==> config.mk <==
export PLATFORM = sky130hd
export DESIGN_NAME = hazard_stall_ctrl
export DESIGN_NICKNAME = d
export VERILOG_FILES = /design/src/rtl/hazard_stall_ctrl.sv
export SDC_FILE = /design/constraint.sdc
export NUM_CORES = 1
export LEC_CHECK = 0
export ABC_AREA = 1
export BUFFER_PORTS_ARGS = -buffer_cell sky130_fd_sc_hd__buf_2
export CAP_MARGIN = 20
export CORE_MARGIN = 3
export CORE_UTILIZATION = 53
export DETAILED_ROUTE_END_ITERATION = 10
export GPL_TIMING_DRIVEN = 0
export PLACE_DENSITY = 0.82
export REMOVE_ABC_BUFFERS = 1
export SLEW_MARGIN = 10
export SYNTH_ARGS = -nofsm -noshare
export SYNTH_HDL_FRONTEND = slang
export SYNTH_SLANG_ARGS = --single-unit
==> constraint.sdc <==
create_clock -name clk -period 5.1 [get_ports clk]
set_input_delay 0.765 -clock clk [delete_from_list [all_inputs] [get_ports clk]]
set_output_delay 0.765 -clock clk [all_outputs]
set_load 0.005 [all_outputs]
==> src/rtl/hazard_stall_ctrl.sv <==
// ID-stage hazard detection and branch-operand forwarding for a 5-stage MIPS pipeline.
// Stalls are held for a counted number of cycles so multi-cycle loads are covered.
module hazard_stall_ctrl #(
    parameter int REG_AW   = 5,
    parameter int LOAD_LAT = 0,
    parameter int CNT_W    = 16
) (
    input  logic              clk,
    input  logic              rst_n,
    input  logic              id_valid,
    input  logic [REG_AW-1:0] id_rs,
    input  logic [REG_AW-1:0] id_rt,
    input  logic              id_use_rs,
    input  logic              id_use_rt,
    input  logic              id_branch,
    input  logic              id_flush,
    input  logic [REG_AW-1:0] ex_rd,
    input  logic              ex_regwrite,
    input  logic              ex_memread,
    input  logic [REG_AW-1:0] mem_rd,
    input  logic              mem_regwrite,
    input  logic              mem_memread,
    input  logic [REG_AW-1:0] wb_rd,
    input  logic              wb_regwrite,
    output logic              pc_write,
    output logic              ifid_write,
    output logic              idex_bubble,
    output logic [1:0]        fwd_rs,
    output logic [1:0]        fwd_rt,
    output logic              stall_active,
    output logic [CNT_W-1:0]  stall_cycles
);

    // Wide enough for the longest stall (branch behind a load with LOAD_LAT=3 -> 5 cycles).
    localparam int REM_W = 3;

    localparam logic [REM_W-1:0] ZERO_N        = {REM_W{1'b0}};
    localparam logic [REM_W-1:0] ONE_N         = {{(REM_W-1){1'b0}}, 1'b1};
    localparam logic [REM_W-1:0] N_LOAD_USE    = REM_W'(1 + LOAD_LAT);
    localparam logic [REM_W-1:0] N_BR_EX_ALU   = ONE_N;
    localparam logic [REM_W-1:0] N_BR_EX_LOAD  = REM_W'(2 + LOAD_LAT);
    localparam logic [REM_W-1:0] N_BR_MEM_LOAD = REM_W'(1 + LOAD_LAT);
    localparam logic [REG_AW-1:0] REG_ZERO     = {REG_AW{1'b0}};
    localparam logic [CNT_W-1:0]  CNT_MAX      = {CNT_W{1'b1}};

    typedef enum logic [0:0] {
        ST_IDLE  = 1'b0,
        ST_STALL = 1'b1
    } state_t;

    state_t             state_r;
    state_t             state_nxt_s;
    logic [REM_W-1:0]   rem_r;
    logic [REM_W-1:0]   rem_nxt_s;
    logic [CNT_W-1:0]   stall_cycles_r;

    logic               match_ex_s;
    logic               match_mem_s;
    logic [REM_W-1:0]   term_lu_s;
    logic [REM_W-1:0]   term_br_alu_s;
    logic [REM_W-1:0]   term_br_exld_s;
    logic [REM_W-1:0]   term_br_memld_s;
    logic [REM_W-1:0]   need_s;
    logic               hazard_req_s;
    logic               stall_s;
    logic [1:0]         fwd_rs_s;
    logic [1:0]         fwd_rt_s;

    function automatic logic reg_match(
        input logic [REG_AW-1:0] rd,
        input logic [REG_AW-1:0] r,
        input logic              use_r
    );
        return (rd == r) && (rd != REG_ZERO) && use_r;
    endfunction

    function automatic logic [REM_W-1:0] max_n(
        input logic [REM_W-1:0] a,
        input logic [REM_W-1:0] b
    );
        return (a > b) ? a : b;
    endfunction

    // EX/MEM ALU results are preferred over MEM/WB; loads still in MEM cannot forward yet.
    function automatic logic [1:0] fwd_select(input logic [REG_AW-1:0] r);
        logic [1:0] sel;
        sel = 2'b00;
        if (mem_regwrite && !mem_memread && (mem_rd == r) && (mem_rd != REG_ZERO)) begin
            sel = 2'b10;
        end else if (wb_regwrite && (wb_rd == r) && (wb_rd != REG_ZERO)) begin
            sel = 2'b01;
        end else begin
            sel = 2'b00;
        end
        return sel;
    endfunction

    // Hazard classification: required stall length is the worst case over all matches.
    always_comb begin
        match_ex_s  = id_valid && (reg_match(ex_rd, id_rs, id_use_rs) ||
                                   reg_match(ex_rd, id_rt, id_use_rt));
        match_mem_s = id_valid && (reg_match(mem_rd, id_rs, id_use_rs) ||
                                   reg_match(mem_rd, id_rt, id_use_rt));

        term_lu_s       = (ex_memread && match_ex_s) ? N_LOAD_USE : ZERO_N;
        term_br_alu_s   = (id_branch && ex_regwrite && !ex_memread && match_ex_s) ?
                          N_BR_EX_ALU : ZERO_N;
        term_br_exld_s  = (id_branch && ex_memread && match_ex_s) ? N_BR_EX_LOAD : ZERO_N;
        term_br_memld_s = (id_branch && mem_memread && match_mem_s) ? N_BR_MEM_LOAD : ZERO_N;

        need_s       = max_n(max_n(term_lu_s, term_br_alu_s),
                             max_n(term_br_exld_s, term_br_memld_s));
        hazard_req_s = (need_s != ZERO_N);
    end

    // Stall FSM next-state and stall decision; a flush overrides any pending stall.
    always_comb begin
        state_nxt_s = state_r;
        rem_nxt_s   = rem_r;
        stall_s     = 1'b0;
        if (id_flush) begin
            stall_s     = 1'b0;
            state_nxt_s = ST_IDLE;
            rem_nxt_s   = ZERO_N;
        end else begin
            case (state_r)
                ST_IDLE: begin
                    if (hazard_req_s) begin
                        stall_s = 1'b1;
                        if (need_s > ONE_N) begin
                            state_nxt_s = ST_STALL;
                            rem_nxt_s   = need_s - ONE_N;
                        end else begin
                            state_nxt_s = ST_IDLE;
                            rem_nxt_s   = ZERO_N;
                        end
                    end else begin
                        stall_s     = 1'b0;
                        state_nxt_s = ST_IDLE;
                        rem_nxt_s   = ZERO_N;
                    end
                end
                ST_STALL: begin
                    stall_s = 1'b1;
                    if (rem_r <= ONE_N) begin
                        state_nxt_s = ST_IDLE;
                        rem_nxt_s   = ZERO_N;
                    end else begin
                        state_nxt_s = ST_STALL;
                        rem_nxt_s   = rem_r - ONE_N;
                    end
                end
                default: begin
                    stall_s     = 1'b0;
                    state_nxt_s = ST_IDLE;
                    rem_nxt_s   = ZERO_N;
                end
            endcase
        end
    end

    // Forwarding select for both branch operands.
    always_comb begin
        fwd_rs_s = fwd_select(id_rs);
        fwd_rt_s = fwd_select(id_rt);
    end

    // FSM state and remaining-stall counter.
    always_ff @(posedge clk or negedge rst_n) begin
        if (!rst_n) begin
            state_r <= ST_IDLE;
            rem_r   <= ZERO_N;
        end else begin
            state_r <= state_nxt_s;
            rem_r   <= rem_nxt_s;
        end
    end

    // Saturating count of stalled cycles.
    always_ff @(posedge clk or negedge rst_n) begin
        if (!rst_n) begin
            stall_cycles_r <= {CNT_W{1'b0}};
        end else if (stall_s && (stall_cycles_r != CNT_MAX)) begin
            stall_cycles_r <= stall_cycles_r + {{(CNT_W-1){1'b0}}, 1'b1};
        end else begin
            stall_cycles_r <= stall_cycles_r;
        end
    end

    // Output drive; reset forces the pipeline-open values even while hazard inputs are live.
    always_comb begin
        if (!rst_n) begin
            pc_write     = 1'b1;
            ifid_write   = 1'b1;
            idex_bubble  = 1'b0;
            fwd_rs       = 2'b00;
            fwd_rt       = 2'b00;
            stall_active = 1'b0;
        end else begin
            pc_write     = !stall_s;
            ifid_write   = !stall_s;
            idex_bubble  = stall_s;
            fwd_rs       = fwd_rs_s;
            fwd_rt       = fwd_rt_s;
            stall_active = (state_r == ST_STALL);
        end
    end

    assign stall_cycles = stall_cycles_r;

endmodule

==> results of run 1 <==
[cell type report]
| cell class | count | area (sq um) |
|---|---|---|
| clock buffers | 4 | 55.05 |
| fillers | 306 | 1130 |
| inverters | 46 | 172.7 |
| multi-input cells | 219 | 1226 |
| flip-flops and latches | 20 | 500.5 |
| well taps | 46 | 57.56 |
| repair buffers | 60 | 300.3 |
[registers in the layout (all words and copies together), names as in the netlist]
| name | cells |
|---|---|
| stall_cycles | 16 |
| state_r | 1 |
| rem_r | 3 |
[report_power, final]
part	internal (mW)	total, mW	leakage (nW)	switching, mW
logic	0.0322	0.0798	1.05	0.0476
clock network	0.0688	0.123	0.0288	0.0541
registers	0.162	0.167	0.278	0.00472
[layer usage]
metal	wire [um]	share of wire
met1	2119	0.46
met2	2238	0.48
met3	228	0.049
met4	48	0.010
met5	0	0
[metrics by stage]
stage               cells  hold slack [ps]
floorplan             285            469.4
global placement      391            496.5
detailed placement    391            505.2
CTS                   395            480.3
global route          395            494.8
finish                395            459.8
[cell families after synthesis]
kind of cell,synth area share
simple gates,0.4459
buf+inv,0.1108
xor+xnor,0.1173
flops,0.2577
compound gates,0.04253
fa+ha+maj,0.02577
[layout by cell type, fill, tap and decap left out, types with 2 or more instances in the layout]
cell                       instances
sky130_fd_sc_hd__o21ai_0           4
sky130_fd_sc_hd__xor2_1            8
sky130_fd_sc_hd__nor4_1            2
sky130_fd_sc_hd__nand2_1          85
sky130_fd_sc_hd__nand4_1          19
sky130_fd_sc_hd__xnor2_1          18
sky130_fd_sc_hd__nand3_1          16
sky130_fd_sc_hd__clkbuf_8          4
sky130_fd_sc_hd__nand3_4           2
sky130_fd_sc_hd__ha_1              4
sky130_fd_sc_hd__dfrtp_1          20
sky130_fd_sc_hd__nor3_1            5
sky130_fd_sc_hd__buf_2            60
sky130_fd_sc_hd__inv_1            35
sky130_fd_sc_hd__nand3_2           2
sky130_fd_sc_hd__inv_2            10
sky130_fd_sc_hd__nor2_1           26
sky130_fd_sc_hd__nand2_2          14
[worst max-delay path by stage]
stage | from | end | slack, ps
finish | id_rs[4] | idex_bubble | 1570
global route | mem_rd[4] | idex_bubble | 1310
CTS | id_rs[4] | idex_bubble | 1580
detailed placement | id_rs[4] | idex_bubble | 1580
global placement | id_rt[1] | idex_bubble | 1580
floorplan | ex_rd[2] | idex_bubble | 1990
[worst max-delay path, delay by kind of cell]
kind / cells / cell delay [ps]
and+or+nand+nor: 12 / 1150
adders and majority gates: 1 / 260
buffers and inverters: 6 / 570
==> summary by stage, run 1 <==
Worst setup path
STA classifies the critical path endpoint as a primary output. The largest single stage delay on the critical path is about 260 ps. The library cell contributing the largest single delay on the critical path is sky130_fd_sc_hd__ha_1. The type of the worst setup path is in2out.

The signal on the critical path passes through buf_2 > inv_2 > nand2_1 > nand2_1 > nor2_1 > nand3_1 > nand2_2 > nand3_2 > inv_1 > nor2_1 > ha_1 > inv_1 > nand3_1 > nor2_4 > nor2_2 > nand2_4 > nand3_1 > inv_1 > buf_2. The endpoint identified for the worst register-to-register timing path is stall_cycles[3]$_DFFE_PN0P_. The worst path required time is 4340 ps. The largest fanout on the critical path is 19. The path depth of the worst reg2reg path is 9. The worst path arrival time is 2770 ps. The worst register-to-register path has a setup slack of 2910 ps. The category of the worst setup path launch point is an input pin. The source of the worst register-to-register timing path is stall_cycles[0]$_DFFE_PN0P_.

GRT
The remaining global-route overflow is 0. The number of global-route vias before repair is ~1900. The number of antenna violations at the first check in global routing is 0. The first global-routing pass estimated 8.183 mm of wire. For met1 alone, demand over resource in global routing was 0.3069. Across every metal layer, demand over resource in global routing totals 0.2337.

For this run, global-route usage on met2 was measured as 0.3928. After global routing, the most crowded layer is met2. Entering global routing, the biggest net connects 25 pins. For this run, global-route usage on met3 was measured as 0.04722.

Clocking
The later pin in the worst-skew pair is clocked with a latency of 260 ps. After clock tree synthesis, the clock-pin slew on the worst setup and hold paths is 80 ps. The H-tree depth reported by CTS is 1.

The maximum buffer depth of the clock tree is 2. The buffers inserted during post-CTS setup optimization is 0. The number of gates given a new drive strength after cts is 0. Counting every sink on the clock net gives 20. The count of hold-fix buffers inserted at cts is 0.

The cell at the root of the clock tree is sky130_fd_sc_hd__clkbuf_8. The TritonCTS buffer count is 3. TritonCTS built the clock tree.

Detailed routing
The post-detailed-route via-to-cell ratio is roughly 5.1. In the final routed layout, each cell accounts on average for 11.73 um. For this block, the initial DRC count from the detailed router was 100.

The number of vias after detailed routing is about 2000. Once detail routing completed, the nets flagged for antenna violations numbered 0. The first TritonRoute pass finished after 4 iterations. The routed design has 4.634 mm of wire. The DRC violation count after routing is 0.

STA
For the pin with the worst max-slew slack, the measured transition is between 600 and 700 ps. Dividing the final minimum period by the clock period gives 0.6930. The final count of hold timing violations was 0. The accumulated negative setup slack is 0 ps. The clock period minus worst slack is 3534 ps. The final setup slack of the worst path is 1566 ps. The total count of max-transition violations in the final report was 0.

Setup repair after global routing left no endpoint under its margin. The final setup violation count is 0. Based on the critical path, the design can be clocked at up to 0.2830 GHz. The worst pin sits at a relative slew slack of 0.5654. The worst clock skew is just over 8 ps.

Final layout
The fraction of layout instances using a drive strength above 1 is 0.2808. The number of nets in the finished design is 391. The post-layout instance area is 2312 sq um. The count of inserted antenna diode cells is 0. The utilization of the core after routing is 0.6718. The area overhead of the layout relative to synthesis is 19.07%.

Place
The post-detailed-placement cell area is 2257 sq um. The final estimated routing congestion in global placement is 0.9336. The detailed placement HPWL is 3.776 mm. The total of buffers placed on input and output ports is 60. Before CTS, the worst setup slack after placement is 1581 ps.

Logic synthesis
The post-synthesis cell count is 291. Counting flops and latches in the post-synthesis netlist gives 20. After synthesis the cells add up to 1942 sq um.

In the synthesized netlist, the cells that appear most often are sky130_fd_sc_hd__nand2_1, sky130_fd_sc_hd__inv_1, sky130_fd_sc_hd__nor2_1. Sorting the synthesized cells by area gives the leading types as sky130_fd_sc_hd__dfrtp_1, sky130_fd_sc_hd__nand2_1, sky130_fd_sc_hd__xnor2_1. The Yosys step of the flow raised 0 warnings. The unique cell type count in the Yosys netlist is 36.

The most repeated cell in the gate-level netlist after synthesis is sky130_fd_sc_hd__nand2_1. Of the post-synthesis cell area, the dominant cell type holds 0.2577. The mean cell area of the mapped netlist is 6.673 sq um.

The portion of the post-synthesis area used by sequential elements is 0.2577. The number of enable flip-flop cells after synthesis is 0. The fraction of registers with async set/reset is 1.000.

The synthesized design spends more area on one cell type than any other, namely sky130_fd_sc_hd__dfrtp_1. The most instantiated flip-flop cell in the synthesis netlist is sky130_fd_sc_hd__dfrtp_1.

Pwr
Power spread over the standard cell area amounts to 159.8 nW/um^2. Across the VDD grid, the largest voltage drop is 0.1478 mV. In this run the static leakage power is around 1.4 nW. The design draws 0.3694 mW.

Floorplanning
The floorplan has 21 rows. The die covers 4426 sq um. The floorplan step defined a core boundary enclosing around 3400 sq um. The number of top-level pins is 61. From bottom edge to top edge, the die measures 66.53 um.

The initial standard-cell utilization of the core is 0.5642. The floorplan die width is ~67 um.

Job
The number of violations of the max-capacitance limit is 0.

Min path
The tightest min-delay check is of the in2async type.

Outcome
The run finished with clean final reports.
Note: power is estimated with default switching activity, not from simulation.
==> run 2: changes to the inputs <==
Settings changed: CORE_UTILIZATION 53 to 47, PLACE_DENSITY 0.82 to 0.77.
Clock period 5.1 ns to 3.2 ns, I/O delays scaled along.
==> run 2 against run 1 <==
Compared with the run above:
- clock skew fell by 1.5 ps
- count of clock-buffer cells in the layout unchanged
- non-clock buffer count unchanged
- clock power up 56%
- critical path depth is 2 lower
- register-to-register slack got worse by 1900 ps
- routed wire length is 3.8% higher
- combinational power grew 62%
- critical path type unchanged
- largest cell class unchanged
==> summary by stage, run 2 (synthesis results as in run 1) <==
Outcome
The run finished with clean final reports.

STA
The final setup slack of the worst path is 242.3 ps (-1324 ps). The total count of max-transition violations in the final report was 0 (unchanged). The final setup violation count was 0 (unchanged). The clock period could shrink to around 3000 ps.

The final count of hold timing violations is 0 (unchanged). Setup repair after global routing left no endpoint under its margin. The period utilization is 0.9243.

The actual slew at the worst max-slew pin came to 694.9 ps (+43.74 ps). The achievable clock frequency is 0.3381 GHz. The worst clock skew is 6.793 ps (-1.499 ps). The accumulated negative setup slack is 0 ps (unchanged).

The tightest slew margin relative to the limit is 0.5362 (-0.02919).

Worst setup path
STA classifies the critical path endpoint as a primary output. The path depth of the worst reg2reg path was 9 (unchanged). The worst reg-to-reg setup slack is 1010 ps (-1900 ps). The setup path with the least slack is of type in2out.

The worst path arrival time is 2480 ps (-290 ps). The worst register-to-register path ends at stall_cycles[3]$_DFFE_PN0P_. The worst path required time came to 2720 ps (-1620 ps). The source of the worst register-to-register timing path is stall_cycles[0]$_DFFE_PN0P_. The worst setup path is launched from an input pin. The largest fanout on the critical path came to 19 (unchanged).

Final layout
The library cell used most frequently in the layout, excluding fill and tap cells, is sky130_fd_sc_hd__nand2_1. The count of inserted antenna diode cells is 0 (unchanged). The fraction of layout instances using a drive strength above 1 is 0.2808 (unchanged).

The number of nets in the finished design is 391 (unchanged). The top cell types in the final layout, fill and taps aside, are sky130_fd_sc_hd__nand2_1, sky130_fd_sc_hd__buf_2, sky130_fd_sc_hd__inv_1, sky130_fd_sc_hd__nor2_1, sky130_fd_sc_hd__dfrtp_1. The area overhead of the layout relative to synthesis is 19.20%. The fill cell instance count of the final layout is 360 (+18%). The flip-flop count of the largest register after layout is 16 (unchanged).

Detailed routing
The average wire length per cell after detail routing was 12.12 um (+3.3%). The DRC violation count after routing is 0 (unchanged). The number of violations reported at the end of detailed-routing iteration 0 is 150 (+50%). The number of vias after detailed routing is 2037 (+1.3%). The total detailed-routing wirelength was 4.811 mm (+3.8%). The number of optimization iterations in the first detailed-route pass is 4 (unchanged). The post-detailed-route via-to-cell ratio is 5.131 (+0.83%). The final antenna-violating net count is 0 (unchanged).

Pwr
The cell leakage power was 1.360 nW (unchanged). The worst ir drop on vdd came to 0.2758 mV (+87%). The power per cell area came to 253.3 nW/um^2 (+59%).

The total chip power came to 0.5863 mW (+59%).

Place
The total of buffers placed on input and output ports is 60 (unchanged). The pre-CTS worst setup slack is 230.4 ps (-1350 ps). The final estimated routing congestion in global placement is 0.8794 (-5.8%).

The detailed placement HPWL is 3.804 mm (+0.74%).

GRT
The met1 layer usage reported by global route is 0.2716 (-0.03530). The number of global-route vias before repair is 1798 (-4.9%). The number of antenna violations at the first check in global routing is 0 (unchanged). The remaining global-route overflow is 0 (unchanged).

The busiest metal layer after global routing is met2. The pin count of the biggest net entering global routing is 25 (unchanged). The met2 track demand over resource is 0.3160 (-0.07680).

The global-route wire length before repair was 7.990 mm (-2.4%). The global-route met3 utilization is 0.03022 (-0.01700). The overall global routing resource usage is 0.1946 (-0.03910).

Floorplanning
The area of the core is 3826 sq um (+11%). The number of top-level pins is 61 (unchanged). The area enclosed by the die boundary is 4939 sq um (+12%). The floorplan die width is 70.28 um (+5.6%). The placement row count was 22 (+4.8%). The initial standard-cell utilization of the core came to 0.5075 (-0.05664).

The floorplan die height is 70.28 um (+5.6%).

Clocking
The maximum buffer depth of the clock tree is 2 (unchanged). TritonCTS built the clock tree. The TritonCTS buffer count is 3 (unchanged). The CTS sink count is 20 (unchanged).

The cell at the root of the clock tree is sky130_fd_sc_hd__clkbuf_8. The buffers inserted during post-CTS setup optimization came to 0 (unchanged). The post-CTS clock slew at the launch and capture registers of the worst setup and hold paths is 80 ps (about the same).

The source-to-sink clock delay at the later pin of the worst-skew pair is 260 ps (about the same). The count of hold-fix buffers inserted at cts was 0 (unchanged). The H-tree depth reported by CTS is 1 (unchanged).

Job
The number of violations of the max-capacitance limit is 0 (unchanged).

Min path
The tightest min-delay check is of the in2async type.
## run 2: cell counts in the layout (fill, tap and decap cells not counted)
No cell type changed its count.
## run 2: layer usage
metal | up-vias | wire length (um)
li1 | 1042 | -
met5 | - | 0
met4 | 0 | 31
met2 | 59 | 2248
met1 | 930 | 2229
met3 | 6 | 301
## run 2: where the power goes
part	leakage [nW]	switching [mW]	total, mW	internal, mW
clock network	0.0288	0.0827	0.192	0.110
logic	1.05	0.0774	0.129	0.0512
registers	0.278	0.00711	0.265	0.258
total	1.36	0.167	0.586	0.419
## run 2: final cells by class
cell class,instances,area (sq um),share of cell area
multi-input combinational,219,1226,0.5297
tap,48,60.06,0.02595
clock buffer,4,55.05,0.02378
timing repair buffer,60,300.3,0.1297
inverter,46,172.7,0.07459
sequential,20,500.5,0.2162
## run 2: what timing repair did
action                     4_1_cts  5_1_grt
hold endpoints to repair         0        0
resized for setup                0        0
setup endpoints to repair        0        1
## run 2: worst max-delay path by stage
| stage | from | to | slack [ps] |
|---|---|---|---|
| 2_1_floorplan | ex_rd[2] | idex_bubble | 660 |
| 3_3_place_gp | id_rt[1] | idex_bubble | 250 |
| 3_5_place_dp | id_rs[4] | idex_bubble | 230 |
| 4_1_cts | id_rs[4] | idex_bubble | 230 |
| 5_1_grt | id_rs[3] | idex_bubble | 2 |
| 6_report | id_rs[0] | idex_bubble | 240 |
## run 2: per-stage QoR
stage | hold WS, ps | cells | area, sq um | util
3_5_place_dp | 478.2 | 393 | 2260 | 0.5906
6_report | 175.9 | 397 | 2315 | 0.6050
5_1_grt | 209.7 | 397 | 2315 | 0.6050
4_1_cts | 196.4 | 397 | 2315 | 0.6050
3_3_place_gp | 474.8 | 393 | 2260 | 0.5906
2_1_floorplan | 184.4 | 285 | 1899 | -
## run 2: worst max-delay path: stages
cell	delay, ps
sky130_fd_sc_hd__buf_2	140
sky130_fd_sc_hd__xnor2_1	170
sky130_fd_sc_hd__nand2_1	80
sky130_fd_sc_hd__nor2_1	140
sky130_fd_sc_hd__nand3_1	90
sky130_fd_sc_hd__nand2_1	100
sky130_fd_sc_hd__nand2_1	50
sky130_fd_sc_hd__nor2_1	100
sky130_fd_sc_hd__ha_1	230
sky130_fd_sc_hd__inv_1	70
sky130_fd_sc_hd__nand3_1	110
sky130_fd_sc_hd__nor2_4	120
sky130_fd_sc_hd__nor2_2	50
sky130_fd_sc_hd__nand2_4	180
sky130_fd_sc_hd__nand3_1	160
sky130_fd_sc_hd__inv_1	80
sky130_fd_sc_hd__buf_2	110
==> run 3: changes to the inputs <==
Settings changed: CORE_ASPECT_RATIO set to 0.8.
==> run 3 against run 2 <==
Compared with the run above:
- first-iteration DRC count up 0.67%
- largest power group unchanged
- fmax up 7.7%
- flip-flop and latch count unchanged
- total power up 10%
- sequential power about the same
- register-to-register slack about the same
- highest routed layer unchanged
- routed wire length down 2.0%
- count of clock-buffer cells in the layout down 1
- critical path depth up 2
- combinational power about the same
- die area up 0.10%
==> summary by stage, run 3 (synthesis results as in run 1) <==
STA
The achievable clock frequency is 0.3642 GHz (+7.7%). The minimum hold slack is 183.6 ps (+7.697 ps). The tightest slew margin relative to the limit is 0.5324 (-0.003860). The total count of max-transition violations in the final report is 0 (unchanged). The worst clock skew came to 6.296 ps (-0.4967 ps). The clock period minus worst slack came to 2746 ps (-211.9 ps).

The final count of hold timing violations is 0 (unchanged). Setup repair after global routing left no endpoint under its margin. The final setup violation count was 0 (unchanged). The accumulated negative setup slack is 0 ps (unchanged).

The final setup slack of the worst path was 454.2 ps (+211.9 ps). The actual slew at the worst max-slew pin is 700.7 ps (+5.784 ps). The period utilization is 0.8581 (-0.06622).

Worst setup path
STA classifies the critical path startpoint as an input pin. The worst path required time is 2720 ps (about the same). The cell that appears most often on the critical path is sky130_fd_sc_hd__nand2_1. The source of the worst register-to-register timing path is stall_cycles[0]$_DFFE_PN0P_. The largest fanout on the critical path came to 3 (-16). The signal on the critical path passes through buf_2 > inv_1 > nand2_1 > nand2_1 > nand2_1 > nor2_1 > nand3_1 > nand2_1 > nand2_1 > nor2_1 > ha_1 > inv_1 > nand3_1 > nor2_4 > nor2_2 > nand2_4 > nand3_1 > inv_1 > buf_2. The worst path arrival time was 2270 ps (-210 ps). The kind of end point of the critical path is a primary output. The stage delay of the slowest cell on the critical path is 240 ps (about the same).

The type of the worst setup path is in2out. The slowest stage of the critical path is the sky130_fd_sc_hd__ha_1 cell. The most critical setup path has its startpoint at mem_rd[4].

Final layout
The number of nets in the finished design is 392 (+0.26%). Leaving out fill and tap cells, the most frequent cell in the layout is sky130_fd_sc_hd__nand2_1. The fill cell instance count of the final layout is 356 (-1.1%).

The non-filler instance count after layout is 405 (+2.0%). The area growth from synthesis to layout is 20.88%. The flip-flop count of the largest register after layout is 16 (unchanged). The count of inserted antenna diode cells came to 0 (unchanged). The fraction of layout instances using a drive strength above 1 is 0.2829 (+0.002055). In the layout the commonest cells are sky130_fd_sc_hd__nand2_1, sky130_fd_sc_hd__buf_2, sky130_fd_sc_hd__inv_1, sky130_fd_sc_hd__nor2_1, sky130_fd_sc_hd__dfrtp_1.

Place
The final estimated routing congestion in global placement is 0.8654 (-1.6%). The pre-CTS worst setup slack is 249.6 ps (+19.15 ps). The number of cells after detailed placement is 400 (+1.8%). The detailed placement HPWL was 3.723 mm (-2.1%). The total of buffers placed on input and output ports is 60 (unchanged).

Detailed routing
The average wire length per cell after detail routing was 11.64 um (-3.9%). The total detailed-routing wirelength was 4.715 mm (-2.0%). The post-detailed-route via-to-cell ratio is 4.894 (-4.6%). The final antenna-violating net count came to 0 (unchanged). The number of vias after detailed routing was 1982 (-2.7%). The number of optimization iterations in the first detailed-route pass is 4 (unchanged). The number of violations reported at the end of detailed-routing iteration 0 is 151 (+0.67%).

The DRC violation count after routing is 0 (unchanged).

Floorplanning
The number of top-level pins was 61 (unchanged). The placement row count is 20 (-9.1%). The area of the core is 3879 sq um (+1.4%). The initial standard-cell utilization of the core came to 0.5006 (-0.006876). The floorplan die width is 77.87 um (+11%). The area enclosed by the die boundary was 4944 sq um (+0.10%).

The floorplan die height came to 63.49 um (-9.7%).

Outcome
The flow ran to the end, and the final reports show no timing, DRC or antenna violations.

Clocking
The maximum buffer depth of the clock tree is 2 (unchanged). The CTS sink count is 20 (unchanged). The TritonCTS buffer count is 3 (unchanged). TritonCTS built the clock tree.

The H-tree depth reported by CTS came to 1 (unchanged). The post-CTS clock slew at the launch and capture registers of the worst setup and hold paths is 80 ps (about the same). The source-to-sink clock delay at the later pin of the worst-skew pair is 260 ps (about the same). The number of gates given a new drive strength after cts is 0 (unchanged). The cell at the root of the clock tree is sky130_fd_sc_hd__clkbuf_8.

Pwr
The total chip power is 0.6475 mW (+10%). The portion of total power attributed to combinational logic is 0.199 (-0.020). The cell leakage power came to 1.373 nW (+0.91%). The internal power of the cells is 0.4768 mW (+14%). The power per cell area is 275.8 nW/um^2 (+8.9%). The net switching power was 0.1706 mW (+2.0%). The worst ir drop on vdd is 0.2039 mV (-26%). The clock share of power was 0.393 (+0.065). The sequential fraction of design power came to 0.409 (-0.044). The net switching fraction of the power was 0.2635 (-0.02180).

Job
The number of violations of the max-capacitance limit is 0 (unchanged).

GRT
The number of antenna violations at the first check in global routing came to 0 (unchanged). The number of global-route vias before repair came to 1724 (-4.1%). The remaining global-route overflow is 0 (unchanged).

The global-route wire length before repair came to 7.859 mm (-1.6%). The pin count of the biggest net entering global routing is 25 (unchanged). The overall global routing resource usage is 0.1946 (about the same).

Min path
The path class of the tightest hold or removal check is in2async.
==> run 3: power groups by stage <==
stage / Combinational [mW] / Clock [mW] / Sequential (mW)
3_5_place_dp: 0.127 / 0 / 0.270
2_1_floorplan: 0.0668 / 0 / 0.270
4_1_cts: 0.128 / 0.259 / 0.265
3_3_place_gp: 0.125 / 0 / 0.270
6_report: 0.129 / 0.254 / 0.265
5_1_grt: 0.146 / 0.271 / 0.267
==> run 3: worst paths after layout <==
| path | endpoint | slack, ps | depth (start not counted) |
|---|---|---|---|
| min reg2reg | stall_cycles[1]$_DFFE_PN0P_ | 520 | 2 |
| min in group clk | stall_cycles[1]$_DFFE_PN0P_ | 520 | 2 |
| max reg2reg | stall_cycles[0]$_DFFE_PN0P_ | 1020 | 9 |
| max | idex_bubble | 450 | 19 |
| max in group asynchronous | stall_cycles[9]$_DFFE_PN0P_ | 2650 | 1 |
| min | stall_cycles[0]$_DFFE_PN0P_ | 180 | 1 |
==> run 3: per-stage QoR <==
step                  util  area (sq um)
floorplan                -          1899
global placement    0.5848          2268
detailed placement  0.5848          2268
CTS                 0.6032          2340
global route        0.6052          2347
finish              0.6052          2347
==> run 3: repair_timing <==
item | 4_1_cts | 5_1_grt
endpoints found under the hold margin | 0 | 0
hold buffers | 0 | 0
setup endpoints to repair | 0 | 1
buffers inserted | 0 | 1
==> run 3: area by class of cell <==
cell class              count  area (sq um)  share of cell area
multi-input cells         219          1226              0.5224
flip-flops and latches     20         500.5              0.2132
repair buffers             61         307.8              0.1311
inverters                  46         172.7             0.07356
well taps                  55         68.82             0.02932
clock buffers               3         41.29             0.01759
clock inverters             1         30.03             0.01279
==> run 3: layer usage <==
metal | vias to the layer above | GRT usage | part of all wire
met5 | - | 0 | 0
met4 | 0 | 0.04444 | 0.0045
met3 | 2 | 0.03571 | 0.064
met2 | 53 | 0.2788 | 0.42
met1 | 883 | 0.2976 | 0.51
li1 | 1044 | - | -
==> run 3: critical path: cells and delay by family <==
| family | cells | cell delay [ps] |
|---|---|---|
| simple gates | 13 | 1110 |
| fa+ha+maj | 1 | 240 |
| buf+inv | 5 | 460 |
